==> src/rtl/load_store_sequencer_if.sv <==
// Request handshake and memory/datapath control bundle for the load/store sequencer.
// The master side is the control FSM plus memory; the slave side is the sequencer.
interface load_store_sequencer_if;
  logic        start;
  logic        op_store;
  logic [1:0]  size;
  logic [31:0] addr;
  logic [31:0] store_data;
  logic [31:0] mem_rdata;
  logic [31:0] mem_addr;
  logic [31:0] mem_wdata;
  logic        mem_wr;
  logic [1:0]  ls_control;
  logic        mdr_load;
  logic        reg_write;
  logic        busy;
  logic        done;

  modport master (
    output start, op_store, size, addr, store_data, mem_rdata,
    input  mem_addr, mem_wdata, mem_wr, ls_control, mdr_load, reg_write, busy, done
  );

  modport slave (
    input  start, op_store, size, addr, store_data, mem_rdata,
    output mem_addr, mem_wdata, mem_wr, ls_control, mdr_load, reg_write, busy, done
  );
endinterface

==> src/rtl/load_store_sequencer.sv <==
// Multicycle load/store sequencer: loads go through the MDR, sub-word stores are
// done as read-modify-write on the 32-bit memory port.
module load_store_sequencer #(
  parameter int MEM_LATENCY = 1
) (
  input  logic                   clk,
  input  logic                   reset_n,
  load_store_sequencer_if.slave  bus
);

  typedef enum logic [2:0] {
    IDLE,
    RD_WAIT,
    LATCH,
    WB,
    MERGE,
    WR
  } state_t;

  localparam logic [3:0] LAT_LOAD = 4'(MEM_LATENCY - 1);

  state_t      state;
  state_t      state_next;
  logic        op_q;
  logic [1:0]  size_q;
  logic [31:0] addr_q;
  logic [31:0] data_q;
  logic [31:0] merge_q;
  logic [3:0]  lat_cnt;

  always_ff @(posedge clk or negedge reset_n) begin
    if (!reset_n) begin
      state <= IDLE;
    end else begin
      state <= state_next;
    end
  end

  // Request capture, read-latency countdown and the read-modify-write merge register.
  always_ff @(posedge clk or negedge reset_n) begin
    if (!reset_n) begin
      op_q    <= 1'b0;
      size_q  <= 2'b00;
      addr_q  <= 32'h0;
      data_q  <= 32'h0;
      merge_q <= 32'h0;
      lat_cnt <= 4'h0;
    end else begin
      if (state == IDLE && bus.start) begin
        op_q   <= bus.op_store;
        size_q <= bus.size;
        addr_q <= bus.addr;
        data_q <= bus.store_data;
      end
      if (state != RD_WAIT && state_next == RD_WAIT) begin
        lat_cnt <= LAT_LOAD;
      end else if (state == RD_WAIT && lat_cnt != 4'h0) begin
        lat_cnt <= lat_cnt - 4'h1;
      end
      if (state == MERGE) begin
        merge_q <= size_q[1] ? {bus.mem_rdata[31:8],  data_q[7:0]}
                             : {bus.mem_rdata[31:16], data_q[15:0]};
      end
    end
  end

  always_comb begin
    state_next = state;
    case (state)
      IDLE: begin
        if (bus.start) begin
          state_next = (bus.op_store && bus.size == 2'b00) ? WR : RD_WAIT;
        end
      end
      RD_WAIT: begin
        if (lat_cnt == 4'h0) begin
          state_next = op_q ? MERGE : LATCH;
        end
      end
      LATCH:   state_next = WB;
      WB:      state_next = IDLE;
      MERGE:   state_next = WR;
      WR:      state_next = IDLE;
      default: state_next = IDLE;
    endcase
  end

  // Moore decodes of the state and captured request.
  always_comb begin
    bus.busy       = (state != IDLE);
    bus.done       = (state == WB) || (state == WR);
    bus.mem_wr     = (state == WR);
    bus.mdr_load   = (state == LATCH);
    bus.reg_write  = (state == WB);
    bus.mem_addr   = (state != IDLE) ? addr_q : 32'h0;
    bus.ls_control = (state != IDLE) ? size_q : 2'b00;
    bus.mem_wdata  = 32'h0;
    if (state == WR) begin
      bus.mem_wdata = (size_q == 2'b00) ? data_q : merge_q;
    end
  end

endmodule

==> src/flat_wrapper.sv <==
// flat-port wrapper written by rule: the top's interface ports become plain ports
module load_store_sequencer_flat 
#(
  parameter int MEM_LATENCY = 1
)
  (clk, reset_n, bus_start, bus_op_store, bus_size, bus_addr, bus_store_data, bus_mem_rdata, bus_mem_addr, bus_mem_wdata, bus_mem_wr, bus_ls_control, bus_mdr_load, bus_reg_write, bus_busy, bus_done);
  load_store_sequencer_if bus_i ();
  input  logic clk;
  input  logic reset_n;
  input wire logic [$bits(bus_i.start)-1:0] bus_start;
  input wire logic [$bits(bus_i.op_store)-1:0] bus_op_store;
  input wire logic [$bits(bus_i.size)-1:0] bus_size;
  input wire logic [$bits(bus_i.addr)-1:0] bus_addr;
  input wire logic [$bits(bus_i.store_data)-1:0] bus_store_data;
  input wire logic [$bits(bus_i.mem_rdata)-1:0] bus_mem_rdata;
  output wire logic [$bits(bus_i.mem_addr)-1:0] bus_mem_addr;
  output wire logic [$bits(bus_i.mem_wdata)-1:0] bus_mem_wdata;
  output wire logic [$bits(bus_i.mem_wr)-1:0] bus_mem_wr;
  output wire logic [$bits(bus_i.ls_control)-1:0] bus_ls_control;
  output wire logic [$bits(bus_i.mdr_load)-1:0] bus_mdr_load;
  output wire logic [$bits(bus_i.reg_write)-1:0] bus_reg_write;
  output wire logic [$bits(bus_i.busy)-1:0] bus_busy;
  output wire logic [$bits(bus_i.done)-1:0] bus_done;
  assign bus_i.start = bus_start;
  assign bus_i.op_store = bus_op_store;
  assign bus_i.size = bus_size;
  assign bus_i.addr = bus_addr;
  assign bus_i.store_data = bus_store_data;
  assign bus_i.mem_rdata = bus_mem_rdata;
  assign bus_mem_addr = bus_i.mem_addr;
  assign bus_mem_wdata = bus_i.mem_wdata;
  assign bus_mem_wr = bus_i.mem_wr;
  assign bus_ls_control = bus_i.ls_control;
  assign bus_mdr_load = bus_i.mdr_load;
  assign bus_reg_write = bus_i.reg_write;
  assign bus_busy = bus_i.busy;
  assign bus_done = bus_i.done;
  load_store_sequencer #(.MEM_LATENCY(MEM_LATENCY)) u_core (.clk(clk), .reset_n(reset_n), .bus(bus_i));
endmodule
==> config.mk <==
export PLATFORM = sky130hd
export DESIGN_NAME = load_store_sequencer_flat
export DESIGN_NICKNAME = d
export VERILOG_FILES = /design/src/rtl/load_store_sequencer_if.sv /design/src/rtl/load_store_sequencer.sv /design/src/flat_wrapper.sv
export SDC_FILE = /design/constraint.sdc
export NUM_CORES = 1
export LEC_CHECK = 0
export BUFFER_PORTS_ARGS = -buffer_cell sky130_fd_sc_hd__buf_2
export CORE_ASPECT_RATIO = 0.75
export CORE_MARGIN = 2
export CORE_UTILIZATION = 45
export DETAILED_ROUTE_END_ITERATION = 10
export PLACE_DENSITY = 0.72
export SKIP_CTS_REPAIR_TIMING = 1
export SLEW_MARGIN = 20
export SYNTH_ARGS = -nofsm -noshare
export SYNTH_HDL_FRONTEND = slang
export SYNTH_SLANG_ARGS = --single-unit
==> constraint.sdc <==
create_clock -name clk -period 2.1 [get_ports clk]
set_input_delay 0.105 -clock clk [delete_from_list [all_inputs] [get_ports clk]]
set_output_delay 0.105 -clock clk [all_outputs]
set_load 0.02 [all_outputs]
; After elaboration in Yosys (flattened, before gate mapping)
; Index checks and enable logic that the tools add are counted.
[totals]
regBits = 106
latchBits = 0
ram_bits = 0
rom_bits = 0
input_bits = 102
out_inout_bits = 71
word_cells = 39
n_memories = 0
[op_classes]
addsub = 1
n_mul = 0
n_div = 0
n_lt_le_gt_ge = 0
n_eq_ne = 7
shift = 0
n_mux = 12
bitwise = 0
n_reduce_logical = 12
[op_table]
columns = op, count
row1 = $mux W32, 3
row2 = $mux W16, 1
row3 = $mux W3, 4
row4 = $pmux W3 S4, 1
row5 = $mux W4, 2
row6 = $eq A3 B1 Y1 const B, 2
row7 = $eq A3 B2 Y1 const B, 2
row8 = $eq A3 B3 Y1 const B, 2
row9 = $logic_and A1 B1 Y1, 4
row10 = $logic_not A2 Y1, 2
row11 = $logic_not A4 Y1, 1
row12 = $reduce_bool A4 Y1, 1
row13 = $sub A4 B1 Y4 const B, 1
row14 = $logic_not A3 Y1, 1
row15 = $ne A3 B1 Y1 const B, 1
row16 = $reduce_bool A3 Y1, 1
row17 = $mux W2, 1
row18 = $reduce_bool A2 Y1, 1
row19 = $logic_or A1 B1 Y1, 1

; Longest topological paths before layout
; Gate-level depths: netlist of run 1.
[depth]
word_depth = 8
depth_mapped = 6
depth_no_buf = 5

; Least setup slack after synthesis of run 1
; Ideal clock, no wire load.
[synth_path]
kind = register -> register
from = register u_core.state[2]
to = register u_core.data_q[11]
setup_ps = 125
arrival_ps = 1695
t_required_ps = 1975
setup_slack_ps = 280
stages_incl_launch_ff = 7
n_path_buf = 4
synth_period_minus_slack_ps = 1820
cell_sequence = dfrtp_1 buf_6 or4b_4 buf_6 buf_6 buf_6 mux2_4
[synth_between]
elab_chain_cells = 2
[synth_rtl]
columns = element, line
row1 = start: declaration, load_store_sequencer.sv:22  ; state_t state;
row2 = start signal: assignment, load_store_sequencer.sv:35  ; state <= state_next;
row3 = $logic_not A3 Y1, load_store_sequencer.sv:49  ; if (state == IDLE && bus.start) begin
row4 = $logic_and A1 B1 Y1, load_store_sequencer.sv:49
row5 = end signal: assignment, load_store_sequencer.sv:53  ; data_q <= bus.store_data;
row6 = end: declaration, load_store_sequencer.sv:27  ; logic [31:0] data_q;
; Every way passes these cells.
; A chain may end at the register's enable or synchronous reset.

; Final worst setup path of run 1
[layout_path]
from = register u_core.state[2]
to = output bus_mem_addr[6]
[layout_between]
elab_chain_cells = 2
[layout_rtl]
columns = element, line
row1 = $reduce_bool A3 Y1, load_store_sequencer.sv:95  ; bus.mem_addr = (state != IDLE) ? addr_q : 32'h0;
row2 = $mux W32, load_store_sequencer.sv:95
row3 = end: declaration, flat_wrapper.sv:16  ; output wire logic [$bits(bus_i.mem_addr)-1:0] bus_mem_addr;
; Every way passes these cells.

==> impl_metrics.ini, run 1 <==
[status]
status = finished with violations
failed_checks = negative hold slack

[pwr]
power.density_mw_per_mm2 = 1524
finalPower_mw = 10.14
power_leakage_nw = 3.293
vdd_drop_max_mv = 0.6367

[die]
rows = 33
start_util = 0.4576
die_y_um = 94.83
fp.dieW_um = 125.1
coreArea_mm2 = 0.01082
io_pins = 173
die-area_mm2 = 0.01186

[drt]
final_antenna_net_count = 0
route.detailed.drc = 0
vias = 3835
drtIter0Drc = 175
drt_wl_total_um = 11800
viasPerCell = 4.987
wire_per_inst_um = 15.34
dr.pass1.iters = 4

[cts]
cts_buffer_depth = 2
cts_buffers = 9
cts-root-buf = clkbuf_16
clock_sinks = 106
tritoncts = yes
worstSkewPairLatency_ns = 0.34
htreeDepth = 3
clkTransAtPathRegs_ns = 0.08

[synth]
synth_fp_nets = 526
yosysSeqAreaShare = 0.5359
synth_top_family_by_area = multiplexers
synthAdderAreaFrac = 0.002528
synth.distinct_cells = 32
synthSimpleGateAreaFrac = 0.1304
synth.area.mux_share = 0.2404
syn-mean-instance-area_um2 = 11.70
netlist_instances = 423
syn-cell-area_mm2 = 0.004950
synth_xor_xnor_area_share = 0
ys_seq_elements = 106
synth-warning-count = 0
synth_compound_area_frac = 0.05536

[global_routing]
grt_use_met2 = 0.3265
busiest_layer = met2
track_usage = 0.1900
grt_max_degree = 46
grt_use_met1 = 0.2475
grt_pass1_wl_um = 18090
grt.met3_usage = 0.05042
overflow = 0
antenna_found_initial = 0
grt_pass1_vias = 3670

[timing]
hold_ws_ns = -0.0006769
worst_slew_pin_slew_ns = 0.5859
clock.fmax_ghz = 0.5247
skew_ns = 0.006405
maxSlewHeadroom = 0.6094
post-route-period-util = 0.9076
hold_violations = 2
finalSetupViolCount = 0
period_needed_ns = 1.906
setup_tns_ns = 0
rsz0062_at_grt = false
maxSlewViolCount = 0

[placement]
dp_cells = 711
gp_congestion = 0.7607
place_area_mm2 = 0.005927
dp.final_hpwl_um = 8001
place.port_buffers = 164

[worst_setup_path]
crit_fanout = 33
cpPeakStageDelay_ns = 0.49
cp_slowest_cell = dfrtp_1
cp.arrival_ns = 1.80
path_cells = nor3_2, buf_4, nor2b_1, buf_2
cp-start-kind = flop
crit_type = reg -> out
critical_path_required_ns = 2.00
end_kind = output port

[final_layout]
fillCellCount = 892
drive_above_1_share = 0.4642
area.growth.synth_to_final_pct = 34.40
n_antenna_cell = 0
stdcell_count = 769
postLayoutCoreUtil = 0.6150
final_nets = 727
design_area_mm2 = 0.006653

[run]
drv_cap = 0

[worst_hold_path]
hold_class = in -> reg
## registers in the layout, summed over array words and instances (netlist names)
register	cells
u_core.op_q	1
u_core.addr_q	32
u_core.data_q	32
u_core.state	3
u_core.size_q	2
u_core.merge_q	32
u_core.lat_cnt	4
## worst max-delay path: cells and delay by family, from the launching register on
family,cells,cell delay (ns)
AND/OR/NAND/NOR,2,0.43
flip-flops,1,0.49
buffers and inverters,2,0.55
## cells by family after synthesis
kind of cell,Yosys count
AOI/OAI and AO/OA,51
DFF,106
muxes,100
and+or+nand+nor,131
buffers and inverters,34
adders and majority gates,1
## layer usage
metal,vias up,wire [µm]
met5,-,0
met4,0,47
met3,5,747
met2,126,5816
met1,1868,5188
li1,1836,-
## per-stage QoR
step / worst slack, ns / hold slack (ns)
finish: 0.1940 / -0.0006769
detailed placement: 0.2415 / 0.1566
global placement: 0.2981 / 0.1483
global route: 0.05003 / -0.001971
floorplan: 0.2795 / -0.1906
CTS: 0.09515 / -0.2081
## area by class of cell
| cell class | count | area, µm² | area share |
|---|---|---|---|
| clock buffers | 9 | 225.2 | 0.03385 |
| clock inverters | 7 | 77.57 | 0.01166 |
| inverters | 5 | 18.77 | 0.002821 |
| multi-input cells | 283 | 2137 | 0.3212 |
| flip-flops and latches | 106 | 2653 | 0.3987 |
| well taps | 140 | 175.2 | 0.02633 |
| repair buffers | 219 | 1366 | 0.2054 |
## layout by cell type, fill, tap and decap left out, types with 12 or more instances in the layout
cell	synthesis	layout
a21oi_1	43	43
buf_2	8	163
nor2_1	13	12
nand2_1	66	66
mux2_4	20	20
mux2_2	71	71
dfrtp_1	106	106
nor2b_1	34	34
buf_4	0	12
dlygate4sd3_1	0	42
## cell usage after synthesis
cell type,instances,area [µm²]
or2_2,1,6.260
nor4b_1,2,17.52
nor2_1,13,48.80
buf_6,5,56.30
a21oi_1,43,215.2
nand2b_1,2,12.51
nand4b_1,1,8.760
o21ai_0,1,5.000
nor3b_2,1,12.51
nand2_1,66,247.7
nor3_1,3,15.01
nor2b_1,34,212.7
a31oi_1,1,6.260
mux2i_1,9,90.09
a311oi_1,1,8.760
or4b_4,1,13.76
mux2_2,71,799.5
dfrtp_1,106,2653
a21bo_2,1,10.01
ha_1,1,12.51
nor4_1,1,6.260
or3b_2,1,8.760
nor3b_1,3,22.52
a211oi_1,1,7.510
a211o_1,1,8.760
inv_1,5,18.77
clkbuf_1,16,60.06
nand3_1,1,5.000
nand3b_1,1,7.510
mux2_4,20,300.3
o22ai_1,2,12.51
buf_2,8,40.04
## power breakdown
part | switching (mW) | internal [mW]
Sequential | 0.616 | 3.09
Clock | 0.766 | 0.934
Combinational | 2.48 | 2.26
## worst paths after layout
check | slack (ns) | from | to | cells after the start
setup / recovery | 0.19 | u_core.state[2] | bus_mem_addr[6] | 4
hold / removal | -0.0007 | bus_store_data[10] | u_core.data_q[10] | 2
setup reg to reg | 0.23 | u_core.state[2] | u_core.lat_cnt[1] | 4
hold reg to reg | 0.48 | u_core.op_q | u_core.state[1] | 1
max in group asynchronous | 1.02 | reset_n | u_core.merge_q[7] | 3
min in group asynchronous | 0.33 | reset_n | u_core.merge_q[27] | 2
No activity file was read; power rests on OpenSTA's default activity.
==> run 2: changes to the inputs <==
--- a/config.mk
+++ b/config.mk
@@ -9,6 +9,7 @@
 export CORE_ASPECT_RATIO = 0.75
 export CORE_MARGIN = 2
 export CORE_UTILIZATION = 45
+export CTS_BUF_LIST = sky130_fd_sc_hd__clkbuf_2 sky130_fd_sc_hd__clkbuf_4 sky130_fd_sc_hd__clkbuf_8
 export DETAILED_ROUTE_END_ITERATION = 10
 export PLACE_DENSITY = 0.72
 export SKIP_CTS_REPAIR_TIMING = 1
==> constraint.sdc (replaced) <==
create_clock -name clk -period 2.3 [get_ports clk]
set_input_delay 0.115 -clock clk [delete_from_list [all_inputs] [get_ports clk]]
set_output_delay 0.115 -clock clk [all_outputs]
set_load 0.02 [all_outputs]
==> run 2 against run 1 <==
Against the previous run: flip-flop and latch count unchanged; total power decreased by 12%; largest power group unchanged; critical path depth is the same; clock power fell by 35%; worst hold slack gained 0.015 ns; clock-buffer cell count rose by 1; the run now ends clean; utilization rose by 2.8 points; cell count grew 5.1%; critical path type unchanged.
==> impl_metrics.ini, run 2 (synthesis results as in run 1) <==
[pwr]
pwr-share-clk = 0.125
vdd_drop_max_mv = 0.6376
comb_power_share = 0.494
pwr-share-seq = 0.381
p_sw_frac = 0.3906
power_leakage_nw = 3.414
power.density_mw_per_mm2 = 1281
p_switching_mw = 3.478
p_int_mw = 5.426
finalPower_mw = 8.904

[cts]
worstSkewPairLatency_ns = 0.36
clock_sinks = 106
cts-root-buf = clkbuf_8
htreeDepth = 3
cts_buffer_depth = 2
cts_buffers = 9
tritoncts = yes
clkTransAtPathRegs_ns = 0.10

[worst_setup_path]
crit_fanout = 32
crit_start = u_core.size_q[1]
cp-start-kind = flop
end_kind = output port
critical_path_required_ns = 2.18
r2r_start = u_core.state[2]
cp.arrival_ns = 1.90
crit_type = reg -> out

[timing]
maxSlewHeadroom = 0.5287
post-route-period-util = 0.8775
setup_tns_ns = 0
worst_slew_pin_slew_ns = 0.7070
rsz0062_at_grt = false
skew_ns = 0.007525
maxSlewViolCount = 0
period_needed_ns = 2.018
layout_setup_ws_ns = 0.2817
finalSetupViolCount = 0
hold_violations = 0
clock.fmax_ghz = 0.4955

[placement]
gp_congestion = 0.7725
dp_cells = 710
dp_worst_setup_slack_ns = 0.3525
place.port_buffers = 164
dp.final_hpwl_um = 7926

[final_layout]
n_antenna_cell = 0
reg_top3 = u_core.addr_q x32, u_core.data_q x32, u_core.merge_q x32
stdcell_count = 808
mostFrequentLayoutCell = buf_2
final_nets = 767
area.growth.synth_to_final_pct = 40.42
postLayoutCoreUtil = 0.6425
layout_common_cells = buf_2 (163), dfrtp_1 (106), dlygate4sd3_1 (83)
drive_above_1_share = 0.4341

[drt]
wire_per_inst_um = 15.53
drtIter0Drc = 202
drt_wl_total_um = 12550
dr.pass1.iters = 4
route.detailed.drc = 0
vias = 4046
final_antenna_net_count = 0
viasPerCell = 5.007

[global_routing]
grt_pass1_vias = 3680
grt_pass1_wl_um = 18460
antenna_found_initial = 0
grt_max_degree = 48
track_usage = 0.1952
overflow = 0

[die]
rows = 33
io_pins = 173
start_util = 0.4576
die-area_mm2 = 0.01186
fp.dieW_um = 125.1
coreArea_mm2 = 0.01082
die_y_um = 94.83

[run]
drv_cap = 0

[status]
status = completed

[worst_hold_path]
hp-start = bus_size[0]
hold_class = in -> reg
## run 2: cell count changes in the layout (fill, tap and decap cells not counted), sizes merged
cell,delta
inv,-1
clkbuf,+1
clkinv,-1
dlygate4sd3,+41
buf,-1
## run 2: worst paths after layout
kind	endpoint	slack, ns	cells past startpoint
setup / recovery	bus_mem_wdata[23]	0.28	4
hold / removal	u_core.size_q[0]	0.01	2
setup reg to reg	u_core.lat_cnt[1]	0.33	4
hold reg to reg	u_core.state[1]	0.49	1
max in group asynchronous	u_core.merge_q[6]	1.19	3
min in group asynchronous	u_core.merge_q[24]	0.34	2
## run 2: metrics by stage
step / cell area [µm²] / hold slack (ns)
5_1_grt: 6950 / 0.007043
4_1_cts: 6120 / -0.2300
3_3_place_gp: 5932 / 0.1710
2_1_floorplan: 4950 / -0.1806
3_5_place_dp: 5932 / 0.1798
6_report: 6950 / 0.01442
## run 2: final cells by class
cell class	instances	area (µm²)
flip-flops and latches	106	2653
clock inverters	5	56.30
inverters	5	18.77
well taps	140	175.2
multi-input cells	283	2135
fillers	804	3867
repair buffers	259	1782
clock buffers	10	131.4
## run 2: routing by layer
layer  track usage  wire length, µm  share of wire  vias up
met5             0                0              0        -
met4       0.04537               94         0.0075        0
met3       0.06062              718          0.057       10
met2        0.3089             6197           0.49      135
met1        0.2662             5538           0.44     1989
li1              -                -              -     1912
## run 2: critical path, cell delays in order (launching register included)
cell and delay (ns):
dfrtp_1 0.40, or2_2 0.60, nand2_1 0.13, a21oi_1 0.20, buf_2 0.20
## run 2: power groups by stage
stage | Combinational [mW] | Sequential, mW | Clock [mW]
2_1_floorplan | 3.29 | 3.20 | 0
3_3_place_gp | 4.19 | 3.34 | 0
3_5_place_dp | 4.29 | 3.41 | 0
4_1_cts | 4.30 | 3.37 | 1.16
5_1_grt | 4.78 | 3.51 | 1.24
6_report | 4.40 | 3.39 | 1.11
